### src/rtl/flappy_game_ctrl.sv
// flappy_game_ctrl
// Game-side controller paired with the bird physics block. One update per
// frame_clk edge (vertical sync). Holds the IDLE/PLAY/DEAD game FSM, two
// scrolling pipe obstacles with pseudo-random gap heights, collision
// detection against the bird square, and a saturating score.
//
// Ports:
//   Reset      in   async active-high reset
//   frame_clk  in   one rising edge per frame
//   space      in   level of the flap/start key
//   BirdX      in   bird left edge
//   BirdY      in   bird top edge (bit 9 set = wrapped above the screen)
//   BirdS      in   bird square size
//   gameOn     out  high only in PLAY
//   ded        out  high only in DEAD
//   PipeX0/1   out  pipe left edges
//   GapY0/1    out  gap top Y of each pipe
//   Score      out  pipes passed, saturating at 255
module flappy_game_ctrl #(
  parameter int unsigned SCREEN_W     = 640,
  parameter int unsigned PIPE_W       = 32,
  parameter int unsigned PIPE_STEP    = 2,
  parameter int unsigned PIPE_SPACING = 320,
  parameter int unsigned GAP_H        = 120,
  parameter int unsigned GAP_MIN      = 96,
  parameter int unsigned GROUND_Y     = 478,
  parameter logic [7:0]  LFSR_SEED    = 8'hA5
) (
  input  logic       Reset,
  input  logic       frame_clk,
  input  logic       space,
  input  logic [9:0] BirdX,
  input  logic [9:0] BirdY,
  input  logic [9:0] BirdS,
  output logic       gameOn,
  output logic       ded,
  output logic [9:0] PipeX0,
  output logic [9:0] PipeX1,
  output logic [9:0] GapY0,
  output logic [9:0] GapY1,
  output logic [7:0] Score
);

  localparam logic [9:0]  PipeX0Rst = 10'(SCREEN_W);
  localparam logic [9:0]  PipeX1Rst = 10'(SCREEN_W + PIPE_SPACING);
  localparam logic [9:0]  GapRst    = 10'd160;
  localparam logic [9:0]  StepW     = 10'(PIPE_STEP);
  localparam logic [10:0] PipeWW    = 11'(PIPE_W);
  localparam logic [10:0] GapHW     = 11'(GAP_H);
  localparam logic [10:0] GroundW   = 11'(GROUND_Y);
  localparam logic [9:0]  GapMinW   = 10'(GAP_MIN);

  typedef enum logic [1:0] {StIdle, StPlay, StDead} state_e;

  state_e     state_q;
  logic       space_q;
  logic [7:0] lfsr_q;
  logic [9:0] pipe_x_q  [2];
  logic [9:0] gap_y_q   [2];
  logic [1:0] scored_q;

  assign PipeX0 = pipe_x_q[0];
  assign PipeX1 = pipe_x_q[1];
  assign GapY0  = gap_y_q[0];
  assign GapY1  = gap_y_q[1];

  // ---------------------------------------------------------------------------
  // Input edge detect and gap generator
  // ---------------------------------------------------------------------------
  logic rise;
  assign rise = space & ~space_q;

  // x^8 + x^6 + x^5 + x^4 + 1, shifting toward the MSB
  logic       lfsr_fb;
  logic [7:0] lfsr_d;
  assign lfsr_fb = lfsr_q[7] ^ lfsr_q[5] ^ lfsr_q[4] ^ lfsr_q[3];
  assign lfsr_d  = {lfsr_q[6:0], lfsr_fb};

  logic [9:0] new_gap;
  assign new_gap = GapMinW + {3'b000, lfsr_q[6:0]};

  // ---------------------------------------------------------------------------
  // Collision detection; 11-bit sums so nothing wraps at 1024
  // ---------------------------------------------------------------------------
  logic [10:0] bird_left;
  logic [10:0] bird_top;
  logic [10:0] bird_right;
  logic [10:0] bird_bot;
  logic        hit_ceiling;
  logic        hit_ground;
  logic [1:0]  hit_pipe;
  logic        crash;

  assign bird_left  = {1'b0, BirdX};
  assign bird_top   = {1'b0, BirdY};
  assign bird_right = {1'b0, BirdX} + {1'b0, BirdS};
  assign bird_bot   = {1'b0, BirdY} + {1'b0, BirdS};

  assign hit_ceiling = BirdY[9];
  assign hit_ground  = ~BirdY[9] && (bird_bot >= GroundW);

  logic [10:0] pipe_right [2];
  logic [10:0] gap_bot    [2];
  logic [1:0]  pass;

  always_comb begin
    for (int i = 0; i < 2; i++) begin
      pipe_right[i] = {1'b0, pipe_x_q[i]} + PipeWW;
      gap_bot[i]    = {1'b0, gap_y_q[i]} + GapHW;
      hit_pipe[i]   = (bird_right > {1'b0, pipe_x_q[i]}) && (bird_left < pipe_right[i]) &&
                      ((bird_top < {1'b0, gap_y_q[i]}) || (bird_bot > gap_bot[i]));
      // Bird left edge strictly past the pipe's right edge
      pass[i]       = ~scored_q[i] && (pipe_right[i] < bird_left);
    end
  end

  assign crash = hit_ceiling | hit_ground | (|hit_pipe);

  // ---------------------------------------------------------------------------
  // Scroll / respawn / score next-state for a non-crashing PLAY edge
  // ---------------------------------------------------------------------------
  logic [9:0] pipe_x_d [2];
  logic [9:0] gap_y_d  [2];
  logic [1:0] scored_d;
  logic [8:0] score_sum;
  logic [7:0] score_d;

  always_comb begin
    for (int i = 0; i < 2; i++) begin
      if (pipe_x_q[i] < StepW) begin
        // Pipe vanishes at the left edge and reappears at the right with a fresh gap
        pipe_x_d[i] = PipeX0Rst;
        gap_y_d[i]  = new_gap;
        scored_d[i] = 1'b0;
      end else begin
        pipe_x_d[i] = pipe_x_q[i] - StepW;
        gap_y_d[i]  = gap_y_q[i];
        scored_d[i] = scored_q[i] | pass[i];
      end
    end
    score_sum = {1'b0, Score} + {8'd0, pass[0]} + {8'd0, pass[1]};
    score_d   = score_sum[8] ? 8'hFF : score_sum[7:0];
  end

  // ---------------------------------------------------------------------------
  // Game FSM with registered outputs
  // ---------------------------------------------------------------------------
  always_ff @(posedge frame_clk or posedge Reset) begin
    if (Reset) begin
      state_q     <= StIdle;
      gameOn      <= 1'b0;
      ded         <= 1'b0;
      space_q     <= 1'b0;
      lfsr_q      <= LFSR_SEED;
      pipe_x_q[0] <= PipeX0Rst;
      pipe_x_q[1] <= PipeX1Rst;
      gap_y_q[0]  <= GapRst;
      gap_y_q[1]  <= GapRst;
      scored_q    <= 2'b00;
      Score       <= 8'd0;
    end else begin
      space_q <= space;
      lfsr_q  <= lfsr_d;
      case (state_q)
        StIdle: begin
          if (rise) begin
            state_q <= StPlay;
            gameOn  <= 1'b1;
          end
        end
        StPlay: begin
          if (crash) begin
            // Crash freezes the playfield exactly as it was on contact
            state_q <= StDead;
            gameOn  <= 1'b0;
            ded     <= 1'b1;
          end else begin
            for (int i = 0; i < 2; i++) begin
              pipe_x_q[i] <= pipe_x_d[i];
              gap_y_q[i]  <= gap_y_d[i];
            end
            scored_q <= scored_d;
            Score    <= score_d;
          end
        end
        StDead: begin
          if (rise) begin
            state_q     <= StIdle;
            ded         <= 1'b0;
            pipe_x_q[0] <= PipeX0Rst;
            pipe_x_q[1] <= PipeX1Rst;
            gap_y_q[0]  <= GapRst;
            gap_y_q[1]  <= GapRst;
            scored_q    <= 2'b00;
            Score       <= 8'd0;
          end
        end
        default: begin
          state_q <= StIdle;
          gameOn  <= 1'b0;
          ded     <= 1'b0;
        end
      endcase
    end
  end

endmodule

### config.mk
export PLATFORM = sky130hd
export DESIGN_NAME = flappy_game_ctrl
export DESIGN_NICKNAME = d
export VERILOG_FILES = /design/src/rtl/flappy_game_ctrl.sv
export SDC_FILE = /design/constraint.sdc
export NUM_CORES = 1
export LEC_CHECK = 0
export ABC_AREA = 1
export ABC_CLOCK_PERIOD_IN_PS = 8000
export BUFFER_PORTS_ARGS = -buffer_cell sky130_fd_sc_hd__buf_2
export CAP_MARGIN = 20
export CORE_ASPECT_RATIO = 0.5
export CORE_MARGIN = 2
export CORE_UTILIZATION = 27
export DETAILED_ROUTE_END_ITERATION = 8
export GPL_TIMING_DRIVEN = 0
export MAX_ROUTING_LAYER = met4
export PLACE_DENSITY = 0.49
export SETUP_SLACK_MARGIN = 0.4
export SLEW_MARGIN = 10
export SYNTH_ARGS = -nofsm -noshare
export SYNTH_HDL_FRONTEND = slang
export SYNTH_SLANG_ARGS = --single-unit
export TNS_END_PERCENT = 20
### constraint.sdc
create_clock -name frame_clk -period 8 [get_ports frame_clk]
set_input_delay 0.8 -clock frame_clk [delete_from_list [all_inputs] [get_ports frame_clk]]
set_output_delay 0.8 -clock frame_clk [all_outputs]
set_load 0.005 [all_outputs]
**After elaboration in Yosys (flattened, before gate mapping)**

Index checks and enable logic that the tools add are counted.

- $lt $le $gt $ge: 13
- Divide/modulo/power cells: 0
- Eq/ne operators: 8
- Muxes and demuxes: 28
- Bitwise operators: 14
- Reductions and logical operators: 18
- Shift operators: 0
- $mul: 0
- Add/sub/neg operators: 11

Operator list:

| cell | number |
|---|---|
| 20-bit 2-to-1 mux | 4 |
| 20-bit case mux with 2 select lines | 2 |
| 10-bit 2-to-1 mux | 4 |
| 8-bit 2-to-1 mux | 3 |
| 10-bit by 10-bit adder with 11-bit output | 2 |
| 10-bit by 6-bit adder with 11-bit output, second input constant | 2 |
| 10-bit by 7-bit adder with 11-bit output, second input constant | 2 |
| 11-bit by 10-bit > comparator with 1-bit output | 2 |
| 11-bit > comparator | 2 |
| 10-bit by 11-bit less-than comparator with 1-bit output | 2 |
| 11-bit by 10-bit less-than comparator with 1-bit output | 2 |
| 10-bit less-than comparator | 2 |
| 10-bit by 2-bit less-than comparator with 1-bit output, second input constant | 2 |
| 10-bit by 2-bit subtractor with 10-bit output, second input constant | 2 |
| 8-bit case mux with 2 select lines | 1 |
| 2-bit inequality test, second input constant | 6 |
| 3-bit AND reduction | 4 |
| 11-bit by 9-bit >= comparator with 1-bit output, second input constant | 1 |
| 8-bit by 1-bit adder with 9-bit output | 1 |
| 9-bit by 1-bit adder with 9-bit output | 1 |
| 7-bit by 7-bit adder with 8-bit output, first input constant | 1 |
| 2-bit 2-to-1 mux | 4 |
| 4-bit AND reduction | 2 |
| 1-bit logical AND | 7 |
| other kinds (14) | 31 |

- Register bits: 63
- Latch bits: 0
- Output and inout port bits: 50
- Logic and storage cells: 103
- Memories kept: 0
- Bits in read-only memories: 0
- RAM bits: 0
- Bits of input ports: 33

**Logic depth before layout (Yosys ltp)**

- Word-level depth: 8
- Gate-level depth with buffers: 26

**Worst setup path before layout**

No wires, ideal clock.

- Path type: input to register
- Start: input BirdX[2]
- End: register Score[1]
- Arrival time: 3.593 ns
- Buffers on the path: 1
- Cell stages on the path: 24
- Slack: 4.287 ns
- Cells stage by stage: ha_1 > nand3_1 > nand2_1 > a21oi_1 > o21bai_1 > a21oi_1 > o21ai_0 > nand2_1 > nand2_1 > a21oi_1 > xnor2_1 > ha_1 > nand2_1 > nor3_1 > nand3_1 > a21oi_1 > nor2_1 > nand2_1 > nand3_1 > nand2_2 > nand3_4 > buf_6 > nand2_1 > nand2_1

- Word-level cells in the longest chain between the ends: 8
- Elaborated cells between the ends (all ways): 22

RTL lines:

| element | line | source |
|---|---|---|
| from (decl) | 32 | `input logic [9:0] BirdX,` |
| parallel branches: the longest is 8 deep, another holds 11-bit by 10-bit less-than comparator with 1-bit output | -- |  |
| to (signal assigned) | 183 | `Score <= score_d;` |
| to (decl) | 41 | `output logic [7:0] Score` |

Several ways; the timed one is not identified. The select of a mux whose other input is x is not followed.
A chain may end at the register's enable or synchronous reset.

**Worst setup path after layout**

- Start: input BirdS[2]
- End: register pipe_x_q (netlist bit PipeX1[5])

- Word-level cells in the longest chain between the ends: 8
- Elaborated cells between the ends (all ways): 19

RTL lines:

| element | line | source |
|---|---|---|
| from (decl) | 34 | `input logic [9:0] BirdS,` |
| 10-bit by 10-bit adder with 11-bit output (on tied branches) | 96, 97 |  |
| 11-bit by 10-bit > comparator with 1-bit output / 11-bit > comparator (equally long branches) | 110, 111 |  |
| 1-bit logical AND / 1-bit logical OR (equally long branches) | 110, 111 |  |
| 1-bit logical AND | 110 | `hit_pipe[i] = (bird_right > {1'b0, pipe_x_q[i]}) && (bird_left < pipe_right[i]) &&` |
| 2-bit OR reduction | 117 | `assign crash = hit_ceiling \| hit_ground \| (\|hit_pipe);` |
| 1-bit OR (*) | 117 |  |
| 2-bit inequality test (no line) (*) | -- |  |
| 3-bit AND reduction (no line) (*) | -- |  |
| to (signal, indexed assignment) | 179 | `pipe_x_q[i] <= pipe_x_d[i];` |
| to (decl) | 58 | `logic [9:0] pipe_x_q [2];` |

Every way passes the cells marked *; elsewhere a longest branch is shown, timed or not.

==> impl_metrics.csv <==
group,metric,value,unit
status,result_of_the_run,"finished, final reports clean",
cells_and_area,most_common_library_cell_in_the_layout_ignoring_fill_and_taps,"sky130_fd_sc_hd__nand2_1",
timing,setup_slack,3925,ps
yosys,ys_seq_area_share,24.41,%
cts,clock_sinks,57,
route,wl_per_cell,14.66,um
global_route,grt_start_max_net_pins,58,
cells_and_area,layout_common_cells,"sky130_fd_sc_hd__nand2_1 (218), sky130_fd_sc_hd__inv_1 (123), sky130_fd_sc_hd__ha_1 (96)",
timing,maxClockFrequency,245.4,MHz
worst_setup_path,critPathKind,"input pin to flip-flop",
worst_setup_path,data_arrival_time_at_the_worst_slack_endpoint,4290,ps
floorplan,die_w,213.3,um
worst_setup_path,worstSetupStartpointType,"input pin",
yosys,postSynthRegisterBits,57,
yosys,synth_area_leaders,"sky130_fd_sc_hd__ha_1 (20%), sky130_fd_sc_hd__dfrtp_1 (18%), sky130_fd_sc_hd__nand2_1 (14%)",
pwr,worst_vdd_drop,0.1283,mV
global_route,grt-ovfl-total,0,
place,placed_cells,1218,
cells_and_area,final_standard_cell_utilization_of_the_core,32.51,%
floorplan,placeableCoreArea,21590,um2
worst_setup_path,number_of_buffer_and_inverter_stages_on_the_critical_path,3,
yosys,synthDominantAreaCellType,"sky130_fd_sc_hd__ha_1",
timing,skew,8.787,ps
min_path,min_path_type,"flip-flop to flip-flop",
route,detailed_routing_iteration_count_for_the_pre_antenna_repair_pass,4,
worst_setup_path,critPathRequiredTime,8220,ps
cts,tritoncts,"built",
route,vias,5722,
yosys,synthFlopType,"sky130_fd_sc_hd__dfrtp_1",
route,vias_per_cell,4.637,
cts,clock_latency,330,ps
cts,post-cts-setup-buffers,0,
worst_setup_path,worst-path-stages,26,
cts,cts.reportedPaths.clkPinSlew,50,ps
min_path,hold_path_depth,0,
route,drc_errors,0,
floorplan,fp.dieArea,23180,um2
place,finalWeightedCongestion,0.8293,
yosys,netlist_area,5914,um2
yosys,post_synth_inst_count,837,
timing,worst-slew-pin-transition,732.1,ps
pwr,power.static_leakage,3.781,nW
floorplan,placementRows,38,
global_route,grt_antenna_before_repair,0,
global_route,grt_first_pass_wirelength,29.19,mm
cells_and_area,antenna-diode-count,0,
worst_setup_path,endpoint_kind,"flip-flop",
timing,hold_viol,0,
cts,cts-hold-fix-buffers,0,
yosys,async_reset_ff_share,100.0,%
route,detail-route-antenna-nets,0,
cts,ctsResizeCount,0,
floorplan,die_h,108.7,um
cells_and_area,drive_above_1_share,13.70,%
cts,root_buf_cell,"sky130_fd_sc_hd__clkbuf_16",
route,drt_iter0_drc,297,
cells_and_area,final_net_count,1061,
worst_setup_path,largest_delay_contributor_family_on_the_critical_path,"simple AND/OR/NAND/NOR gates",
worst_setup_path,worst-r2r-cell-count,22,
yosys,synthesis.area_per_instance,7.066,um2
floorplan,initial_utilization,27.40,%
place,dpl_cell_area,6691,um2
pwr,tot_pwr,2.086,mW
place,post-place-ws,3584,ps
timing,timing.max_slew.rel_slack,51.19,%
global_route,grt.total_usage,16.80,%
place,numPortBuffers,76,
run,timing.max_cap.violations,0,
yosys,ys_types,39,
worst_setup_path,critPathSlowestCell,"sky130_fd_sc_hd__ha_1",
worst_setup_path,max_stage_delay,370,ps
worst_setup_path,most_repeated_library_cell_on_the_critical_path,"sky130_fd_sc_hd__nand2_1",
yosys,synth.yosys.warnings,0,
cts,clock_tree.htree_level_count,3,
cts,cts_made_buffers,9,
global_route,grt_pass1_vias,5502,
timing,tns,0,ps
floorplan,design.portCount,83,
route,detail_route.wirelength,18.09,mm
cells_and_area,area_growth,18.66,%
place,dp.final_hpwl,14.95,mm
cells_and_area,finalInstanceArea,7018,um2
cells_and_area,layoutNonFillerInstCount,1234,
pwr,powerDensity,297.2,nW/um2
worst_setup_path,critical_path_peak_fanout,10,
timing,setup-violations-final,0,
timing,final_max_slew_viol_count,0,
timing,grt_setup_unrepaired,"no",
timing,period_share,50.94,%
yosys,synth_enable_flop_cells,0,
timing,whs,377.6,ps
yosys,yosysTopAreaCellShare,20.31,%
timing,final_period_minus_worst_setup_slack,4075,ps
cts,clk_path_buf_depth,2,
==> layer usage <==
metal  wire length [um]  vias to the layer above  track usage, %
li1                   -                     2944               -
met1               9342                     2669           23.53
met2               7857                       92           25.58
met3                706                       17           2.391
met4                183                        0           3.968
met5                  0                        -               -
==> state kept, by name, summed over array words and instances, names as in the netlist <==
register  cells
lfsr_q        8
PipeX0        9
PipeX1        9
state_q       2
space_q       1
gameOn        1
ded           1
GapY1         8
Score         8
GapY0         8
scored_q      2
==> cells in the mapped netlist (3+ instances only) <==
master and instances:
sky130_fd_sc_hd__fa_1 3, sky130_fd_sc_hd__a21o_1 3, sky130_fd_sc_hd__clkbuf_1 9, sky130_fd_sc_hd__dfstp_2 14, sky130_fd_sc_hd__inv_1 124, sky130_fd_sc_hd__nand4_1 53
sky130_fd_sc_hd__ha_1 96, sky130_fd_sc_hd__nand3_1 44, sky130_fd_sc_hd__nor2_1 68, sky130_fd_sc_hd__dfrtp_1 43, sky130_fd_sc_hd__buf_2 4, sky130_fd_sc_hd__nor4_1 5
sky130_fd_sc_hd__a21oi_1 41, sky130_fd_sc_hd__xor2_1 21, sky130_fd_sc_hd__buf_4 6, sky130_fd_sc_hd__o21a_1 5, sky130_fd_sc_hd__xnor2_1 13, sky130_fd_sc_hd__nand3b_1 3
sky130_fd_sc_hd__a31oi_1 3, sky130_fd_sc_hd__nand2_1 218, sky130_fd_sc_hd__o21ai_0 27, sky130_fd_sc_hd__nor3_1 10
==> worst paths after layout <==
kind                           start         to  slack [ps]
min in group asynchronous      Reset    space_q         600
max                         BirdS[2]  PipeX1[5]        3920
max in group asynchronous      Reset  PipeX1[2]        6920
min                        lfsr_q[1]  lfsr_q[2]         380
max reg2reg                PipeX1[6]   Score[0]        3960
min reg2reg                lfsr_q[1]  lfsr_q[2]         380
==> logic make-up after synthesis <==
group	after synthesis	share of synthesized area, %
compound gates	90	8.631
xor+xnor	34	5.035
fa+ha+maj	99	21.32
buf+inv	145	9.922
flops	57	24.41
other cells	1	0.06340
simple gates	411	30.61
==> final cells by class <==
type | instances | area, um2
Buffer | 21 | 121.4
Clock buffer | 9 | 225.2
Clock inverter | 7 | 101.3
Fill cell | 2363 | 14570
Inverter | 124 | 467.9
Multi-Input combinational cell | 640 | 3902
Sequential cell | 57 | 1444
Tap cell | 300 | 375.4
Timing Repair Buffer | 76 | 380.4
==> power breakdown <==
| part | total [mW] | internal, mW | leakage [nW] | switching (mW) |
|---|---|---|---|---|
| clock | 0.418 | 0.275 | 0.153 | 0.144 |
| sequential | 0.486 | 0.381 | 0.717 | 0.106 |
| combinational | 1.18 | 0.443 | 2.91 | 0.738 |
(Power assumes the default switching activity.)
